===== config.mk =====
export PLATFORM = sky130hd
export DESIGN_NAME = uart_rx_8n1
export DESIGN_NICKNAME = d
export VERILOG_FILES = /design/src/rtl/uart_pkg.sv /design/src/rtl/sync_2ff.sv /design/src/rtl/uart_rx_8n1.sv
export SDC_FILE = /design/constraint.sdc
export NUM_CORES = 1
export LEC_CHECK = 0
export BUFFER_PORTS_ARGS = -buffer_cell sky130_fd_sc_hd__buf_2
export CAP_MARGIN = 25
export CORE_AREA = 3 3 74 48
export CTS_CLUSTER_DIAMETER = 80
export DETAILED_ROUTE_END_ITERATION = 7
export DIE_AREA = 0 0 77 51
export PLACE_DENSITY = 0.82
export SETUP_SLACK_MARGIN = 0.5
export SLEW_MARGIN = 20
export SYNTH_ARGS = -nofsm -noshare
export SYNTH_HDL_FRONTEND = slang
export SYNTH_SLANG_ARGS = --single-unit

===== constraint.sdc =====
create_clock -name clk -period 2.7 [get_ports clk]
set_clock_uncertainty 0.1 [all_clocks]
set_input_delay 0.54 -clock clk [delete_from_list [all_inputs] [get_ports clk]]
set_output_delay 0.54 -clock clk [all_outputs]
set_load 0.03 [all_outputs]

===== src/rtl/uart_pkg.sv =====
// Shared UART definitions: receiver state encoding and the default board bit timing
// (12 MHz system clock, 19200 baud).
package uart_pkg;

  localparam int DEF_CLKS_PER_BIT = 625;
  localparam int DEF_CNT_SIZE     = 10;

  typedef enum logic [2:0] {
    IDLE      = 3'd0,
    START     = 3'd1,
    DATA      = 3'd2,
    STOP      = 3'd3,
    WAIT_HIGH = 3'd4
  } rx_state_e;

  // Offset of the mid-bit sample point from the start-bit falling edge.
  function automatic int half_bit(input int clks_per_bit);
    return clks_per_bit / 2;
  endfunction

endpackage


===== src/rtl/sync_2ff.sv =====
// Two-flop synchronizer for a single asynchronous input; the reset value is
// chosen to match the idle level of the line being synchronized.
module sync_2ff #(
  parameter logic RESET_VAL = 1'b1
) (
  input  logic clk,
  input  logic rst,
  input  logic d,
  output logic q
);

  logic meta;

  always_ff @(posedge clk) begin
    if (rst) begin
      meta <= RESET_VAL;
      q    <= RESET_VAL;
    end else begin
      meta <= d;
      q    <= meta;
    end
  end

endmodule


===== src/rtl/uart_rx_8n1.sv =====
// UART 8N1 receiver: synchronizes rx, times bits with an internal counter and
// presents each correctly framed byte LSB-first with a one-cycle rx_valid strobe.
module uart_rx_8n1
  import uart_pkg::*;
#(
  parameter int CLKS_PER_BIT = DEF_CLKS_PER_BIT,
  parameter int CNT_SIZE     = DEF_CNT_SIZE
) (
  input  logic       clk,
  input  logic       rst,
  input  logic       rx,
  output logic [7:0] rxbyte,
  output logic       rx_valid,
  output logic       frame_err,
  output logic       busy
);

  localparam logic [CNT_SIZE-1:0] HALF_LAST = CNT_SIZE'(half_bit(CLKS_PER_BIT) - 1);
  localparam logic [CNT_SIZE-1:0] BIT_LAST  = CNT_SIZE'(CLKS_PER_BIT - 1);

  logic                rx_s;
  rx_state_e           state, state_nx;
  logic [CNT_SIZE-1:0] cnt, cnt_nx;
  logic [2:0]          bit_idx, bit_idx_nx;
  logic [7:0]          shift, shift_nx;
  logic [7:0]          rxbyte_nx;
  logic                rx_valid_nx;
  logic                frame_err_nx;

  sync_2ff #(
    .RESET_VAL(1'b1)
  ) u_rx_sync (
    .clk (clk),
    .rst (rst),
    .d   (rx),
    .q   (rx_s)
  );

  always_ff @(posedge clk) begin
    if (rst) begin
      state     <= IDLE;
      cnt       <= '0;
      bit_idx   <= '0;
      shift     <= '0;
      rxbyte    <= 8'h00;
      rx_valid  <= 1'b0;
      frame_err <= 1'b0;
    end else begin
      state     <= state_nx;
      cnt       <= cnt_nx;
      bit_idx   <= bit_idx_nx;
      shift     <= shift_nx;
      rxbyte    <= rxbyte_nx;
      rx_valid  <= rx_valid_nx;
      frame_err <= frame_err_nx;
    end
  end

  always_comb begin
    state_nx     = state;
    cnt_nx       = cnt;
    bit_idx_nx   = bit_idx;
    shift_nx     = shift;
    rxbyte_nx    = rxbyte;
    rx_valid_nx  = 1'b0;
    frame_err_nx = 1'b0;

    case (state)
      IDLE: begin
        if (!rx_s) begin
          state_nx = START;
          cnt_nx   = '0;
        end
      end

      // Re-check the start bit at its middle; a short low pulse is a glitch.
      START: begin
        if (cnt == HALF_LAST) begin
          cnt_nx = '0;
          if (!rx_s) begin
            state_nx   = DATA;
            bit_idx_nx = '0;
          end else begin
            state_nx = IDLE;
          end
        end else begin
          cnt_nx = cnt + 1'b1;
        end
      end

      DATA: begin
        if (cnt == BIT_LAST) begin
          shift_nx   = {rx_s, shift[7:1]};
          cnt_nx     = '0;
          bit_idx_nx = bit_idx + 3'd1;
          if (bit_idx == 3'd7) begin
            state_nx = STOP;
          end
        end else begin
          cnt_nx = cnt + 1'b1;
        end
      end

      // Returning to IDLE on the stop sample itself leaves half a bit of
      // slack for a start bit that follows immediately.
      STOP: begin
        if (cnt == BIT_LAST) begin
          cnt_nx = '0;
          if (rx_s) begin
            rxbyte_nx   = shift;
            rx_valid_nx = 1'b1;
            state_nx    = IDLE;
          end else begin
            frame_err_nx = 1'b1;
            state_nx     = WAIT_HIGH;
          end
        end else begin
          cnt_nx = cnt + 1'b1;
        end
      end

      // A held-low line (break) must not be seen as a fresh start bit.
      WAIT_HIGH: begin
        if (rx_s) begin
          state_nx = IDLE;
        end
      end

      default: begin
        state_nx = IDLE;
        cnt_nx   = '0;
      end
    endcase
  end

  assign busy = (state != IDLE);

endmodule


==> impl_metrics.yaml, run 1 <==
status:
  status: "completed"
detailed_routing:
  antenna_left: 0
  drt_first_pass_iters: 5
  wire_per_inst_um: 17.0
  num_vias: 1516
  viasPerCell: 6.29
  routed_wl_um: 4090
  route.detailed.drc: 0
  initialDrtViolationCount: 145
grt:
  grt_antenna_before_repair: 0
  gr-usage-met1_pct: 30.9
  grt_usage_pct: 22.6
  busiest_layer: "met2"
  grt_max_degree: 25
  grt_use_met3_pct: 5.99
  gr-total-overflow: 0
  grt_pass1_vias: 1414
  grt_pass1_wl_um: 6960
  grtUsageMet2_pct: 33.7
pwr:
  p_leak_uw: 0.000840
  p_per_area_nw_per_um2: 793
  peakVddDrop_uv: 510
placed_design:
  pre_cts_ws_ns: 0.803
  globalplace.congestion: 0.946
  dpl.hpwl_um: 2850
  dpl.cell_count: 233
  port_buffers: 13
sta:
  finalHoldViolCount: 0
  holdWs_ns: 0.311
  relSlewSlack_pct: 66.8
  fin_crit_sh_pct: 71.8
  setup_viol: 0
  rsz0062_at_grt: "no"
  drv_slew: 0
  period_needed_ns: 1.94
  fmax_ghz: 0.516
  final.setup.worst_slack_ns: 0.761
  fin_tns_setup_ns: 0
  worstMarginPinSlew_ns: 0.498
floorplan:
  rows: 15
  die_h_um: 51
  dieWidth_um: 77
  io-pin-count: 14
  die_area_um2: 3930
  coreArea_um2: 2870
  initial_core_util_pct: 62.7
logic_synthesis:
  synth.area.top_cells: "dfxtp_1, mux2i_1, nor2_1"
  synth_cells: 189
  synth.top_cell.area_share_pct: 40.0
  synth_edf_count: 0
  syn_area_per_cell_um2: 9.53
  yosysSeqAreaShare_pct: 40.0
  yosysTopAreaCell: "dfxtp_1"
  synth_area_um2: 1800
  yosysUniqueCellTypes: 53
  synthArstFlopShare_pct: 0
  synthFlopType: "dfxtp_1"
  ys_warn_count: 0
  synth_nets: 196
  synth.ff_latch_count: 36
setup_path:
  start_kind: "flip-flop"
  end_kind: "flip-flop"
  path_class: "flip-flop to flip-flop"
  reg2reg_depth: 6
  arrival_ns: 2.02
  required_ns: 2.78
  r2r-start: "cnt[0]"
  reg2reg_slack_ns: 0.76
  worst_r2r_endpoint: "state[0]"
  crit_fanout: 8
clocking:
  cts_tree: "built"
  cts_made_buffers: 5
  cts_sinks: 36
  cts_root_buf: "clkbuf_8"
  cts_setup_buffers: 0
  clkTransAtPathRegs_ns: 0.07
  clock_path_buffers: 2
  ctsResizeCount: 0
  cts_max_level: 2
  postCtsHoldBufs: 0
  clk_latency_ns: 0.29
hold_path:
  hold_class: "flip-flop to flip-flop"
  min_path_cells: 1
  holdCritStartpoint: "u_rx_sync.meta"
  min_to: "u_rx_sync.q"
final_layout:
  final_common_cell: "dfxtp_1"
  nNetsFinal: 205
  fin_cells: 241
  mostFrequentLayoutCells: "dfxtp_1, nor2_1, mux2i_1"
  syn2layout_area_growth_pct: 9.65
  layout-drive-gt1-share_pct: 19.1
  diodes: 0
run:
  drv_cap: 0
## power breakdown
part | leakage (uW) | total, uW | switching, uW | internal, uW
Combinational | 0.000494 | 500 | 322 | 177
Clock | 0.0000552 | 468 | 194 | 274
Sequential | 0.000291 | 599 | 42.8 | 556
## kinds of logic after synthesis
| logic type | share of synthesized area (%) |
|---|---|
| xor+xnor | 0.486 |
| simple gates | 24.7 |
| flops | 40.0 |
| compound gates | 17.9 |
| buf+inv | 4.72 |
| fa+ha+maj | 2.78 |
| mux | 9.44 |
## critical path, cell delays in order, from the launching register on
cell and delay (ns):
dfxtp_1 0.41, inv_1 0.07, ha_1 0.20, and4bb_1 0.31, a31oi_4 0.37, nor3_2 0.09
a2111oi_2 0.29
## cells in the mapped netlist, drive strengths merged, types with 2 or more instances
master	count
mux2i	17
a211oi	2
and4bb	3
o211ai	2
clkbuf	7
dfxtp	36
o22ai	4
a31o	3
and2	2
nor3b	2
nor2	25
or2	4
o31a	2
o32ai	3
o21ai	4
ha	4
nor3	3
nand3	7
inv	5
buf	6
a31oi	2
a21oi	9
a2111oi	2
nor4	7
nand4	3
nand2	9
## through the flow
step / power, uW / instance area, um2 / utilization (%)
finish: 1570 / 1980 / 68.8
detailed placement: 1090 / 1870 / 65.1
floorplan: 995 / 1800 / -
global placement: 1060 / 1870 / 65.1
CTS: 1550 / 1980 / 68.8
global route: 1630 / 1980 / 68.8
## metal layers
metal	routed length, um	share of wire (%)
met4	70	1.7
met1	1870	46
met2	1800	44
met5	0	0
met3	347	8.5
## cell type report
type	count	area (um2)
multi-input cells	135	996
fillers	234	896
flip-flops and latches	36	721
repair buffers	15	80.1
clock buffers	6	72.6
well taps	42	52.6
clock inverters	2	35.0
inverters	5	18.8
## how the worst max path moves through the flow
stage | start | end | cells past startpoint
final | cnt[0] | state[0] | 6
after global routing | cnt[4] | bit_idx[0] | 5
after CTS | cnt[0] | state[0] | 6
after detailed placement | cnt[0] | state[0] | 6
after global placement | cnt[0] | cnt[3] | 6
after floorplan | cnt[0] | state[0] | 7
## state kept, by name, summed over array words and instances (netlist names)
name            count
cnt                10
rxbyte              8
shift               8
bit_idx             3
state               3
frame_err           1
rx_valid            1
u_rx_sync.meta      1
u_rx_sync.q         1
Power figures use the tool's default switching activity.
==> run 2, diff against run 1 <==
--- a/config.mk
+++ b/config.mk
@@ -7,11 +7,11 @@
 export LEC_CHECK = 0
 export BUFFER_PORTS_ARGS = -buffer_cell sky130_fd_sc_hd__buf_2
 export CAP_MARGIN = 25
-export CORE_AREA = 3 3 74 48
+export CORE_AREA = 3 3 76 50
 export CTS_CLUSTER_DIAMETER = 80
 export DETAILED_ROUTE_END_ITERATION = 7
-export DIE_AREA = 0 0 77 51
-export PLACE_DENSITY = 0.82
+export DIE_AREA = 0 0 79 53
+export PLACE_DENSITY = 0.77
 export SETUP_SLACK_MARGIN = 0.5
 export SLEW_MARGIN = 20
 export SYNTH_ARGS = -nofsm -noshare
==> constraint.sdc (replaced) <==
create_clock -name clk -period 2 [get_ports clk]
set_clock_uncertainty 0.1 [all_clocks]
set_input_delay 0.4 -clock clk [delete_from_list [all_inputs] [get_ports clk]]
set_output_delay 0.4 -clock clk [all_outputs]
set_load 0.03 [all_outputs]
==> run 2 against run 1 <==
Non-clock buffer count up 24; wire length grew 25%; power rose by 51%; global-route usage grew 0.86 points; worst hold slack worse by 0.11 ns; sequential power up 39%; final area is 20% higher.
==> impl_metrics.yaml, run 2 (same netlist as run 1, synthesis figures left out) <==
status:
  status: "completed"
setup_path:
  required_ns: 2.05
  reg2reg_slack_ns: 0.19
  arrival_ns: 1.87
  reg2reg_depth: 7
  path_class: "flip-flop to flip-flop"
  crit_fanout: 6
  start_kind: "flip-flop"
  end_kind: "flip-flop"
floorplan:
  io-pin-count: 14
  die_h_um: 53
  dieWidth_um: 79
  rows: 16
  coreArea_um2: 3160
  initial_core_util_pct: 57.0
  die_area_um2: 4190
run:
  drv_cap: 0
clocking:
  cts_max_level: 2
  clock_path_buffers: 2
  cts_root_buf: "clkbuf_8"
  clkTransAtPathRegs_ns: 0.07
  clk_latency_ns: 0.29
  cts_tree: "built"
  cts_sinks: 36
  cts_made_buffers: 5
  postCtsHoldBufs: 0
sta:
  period_needed_ns: 1.81
  drv_slew: 0
  setup_viol: 0
  worstMarginPinSlew_ns: 0.436
  fin_crit_sh_pct: 90.7
  fin_tns_setup_ns: 0
  finalHoldViolCount: 0
  relSlewSlack_pct: 70.9
  rsz0062_at_grt: "yes"
  fmax_ghz: 0.551
detailed_routing:
  drt_first_pass_iters: 6
  antenna_left: 0
  wire_per_inst_um: 19.1
  routed_wl_um: 5110
  num_vias: 1675
  initialDrtViolationCount: 180
  route.detailed.drc: 0
  viasPerCell: 6.27
placed_design:
  globalplace.congestion: 0.807
  port_buffers: 13
  dpl.hpwl_um: 2790
  dpl.cell_count: 241
grt:
  gr-total-overflow: 0
  grt_pass1_wl_um: 7360
  grt_usage_pct: 23.5
  grt_pass1_vias: 1499
  grt_max_degree: 24
  grt_antenna_before_repair: 0
hold_path:
  min_path_cells: 2
  hold_class: "primary input to flip-flop"
final_layout:
  mostFrequentLayoutCells: "dfxtp_1, nor2_1, buf_4"
  layout-drive-gt1-share_pct: 43.2
  largest_reg_flops: 10
  fin_cells: 267
  nNetsFinal: 229
  diodes: 0
  final_common_cell: "dfxtp_1"
  syn2layout_area_growth_pct: 31.5
  top_register: "cnt"
  reg_top3: "cnt x10, rxbyte x8, shift x8"
pwr:
  p_leak_uw: 0.00101
  p_per_area_nw_per_um2: 1000
  peakVddDrop_uv: 613
## run 2: worst max-delay path: stages (launching register included)
cell and delay (ns):
dfxtp_4 0.37, inv_4 0.06, ha_4 0.12, and4bb_4 0.31, nand4_1 0.20, buf_6 0.21, mux2i_1 0.21, nor2_1 0.10
## run 2: final cells by class
cell class                 count  area [um2]
clock buffer                   6        72.6
clock inverter                 1        5.00
fill                         225         795
inverter                       5        21.3
multi-input combinational    135        1190
sequential                    36         749
tap                           45        56.3
timing repair buffer          39         275
## run 2: power by group
| part | internal [uW] | total, uW | switching (uW) | leakage [uW] |
|---|---|---|---|---|
| logic | 468 | 1050 | 585 | 0.000675 |
| registers | 767 | 831 | 64.5 | 0.000297 |
| clock network | 237 | 483 | 247 | 0.0000410 |
## run 2: repair_timing
item | CTS | global route
buffers inserted | 12 | 5
gates resized for setup | 25 | 23
setup endpoints to repair | 35 | 35
pin swaps | 25 | 10
endpoints found under the hold margin | 0 | 0
gates cloned | 2 | 0
## run 2: final timing paths
path	startpoint	to
setup / recovery	cnt[1]	shift[2]
hold / removal	rx	u_rx_sync.meta
setup reg to reg	cnt[1]	shift[2]
hold reg to reg	u_rx_sync.meta	u_rx_sync.q
## run 2: routing by layer
metal | GRT usage (%) | vias up | wire, um
li1 | - | 762 | -
met1 | 29.7 | 799 | 2180
met3 | 7.14 | 18 | 405
met4 | 12.0 | 0 | 154
met5 | 0 | - | 0
met2 | 36.3 | 96 | 2370
## run 2: through the flow
step	area (um2)	total power, uW	setup WS, ns	util, %	hold slack, ns
after floorplan	1870	1430	0.420	-	0.289
final	2370	2370	0.185	74.9	0.200
after detailed placement	1960	1540	0.102	62.0	0.335
after global routing	2370	2470	0.129	74.9	0.190
after CTS	2220	2160	0.328	70.3	0.197
after global placement	1960	1510	0.202	62.0	0.292
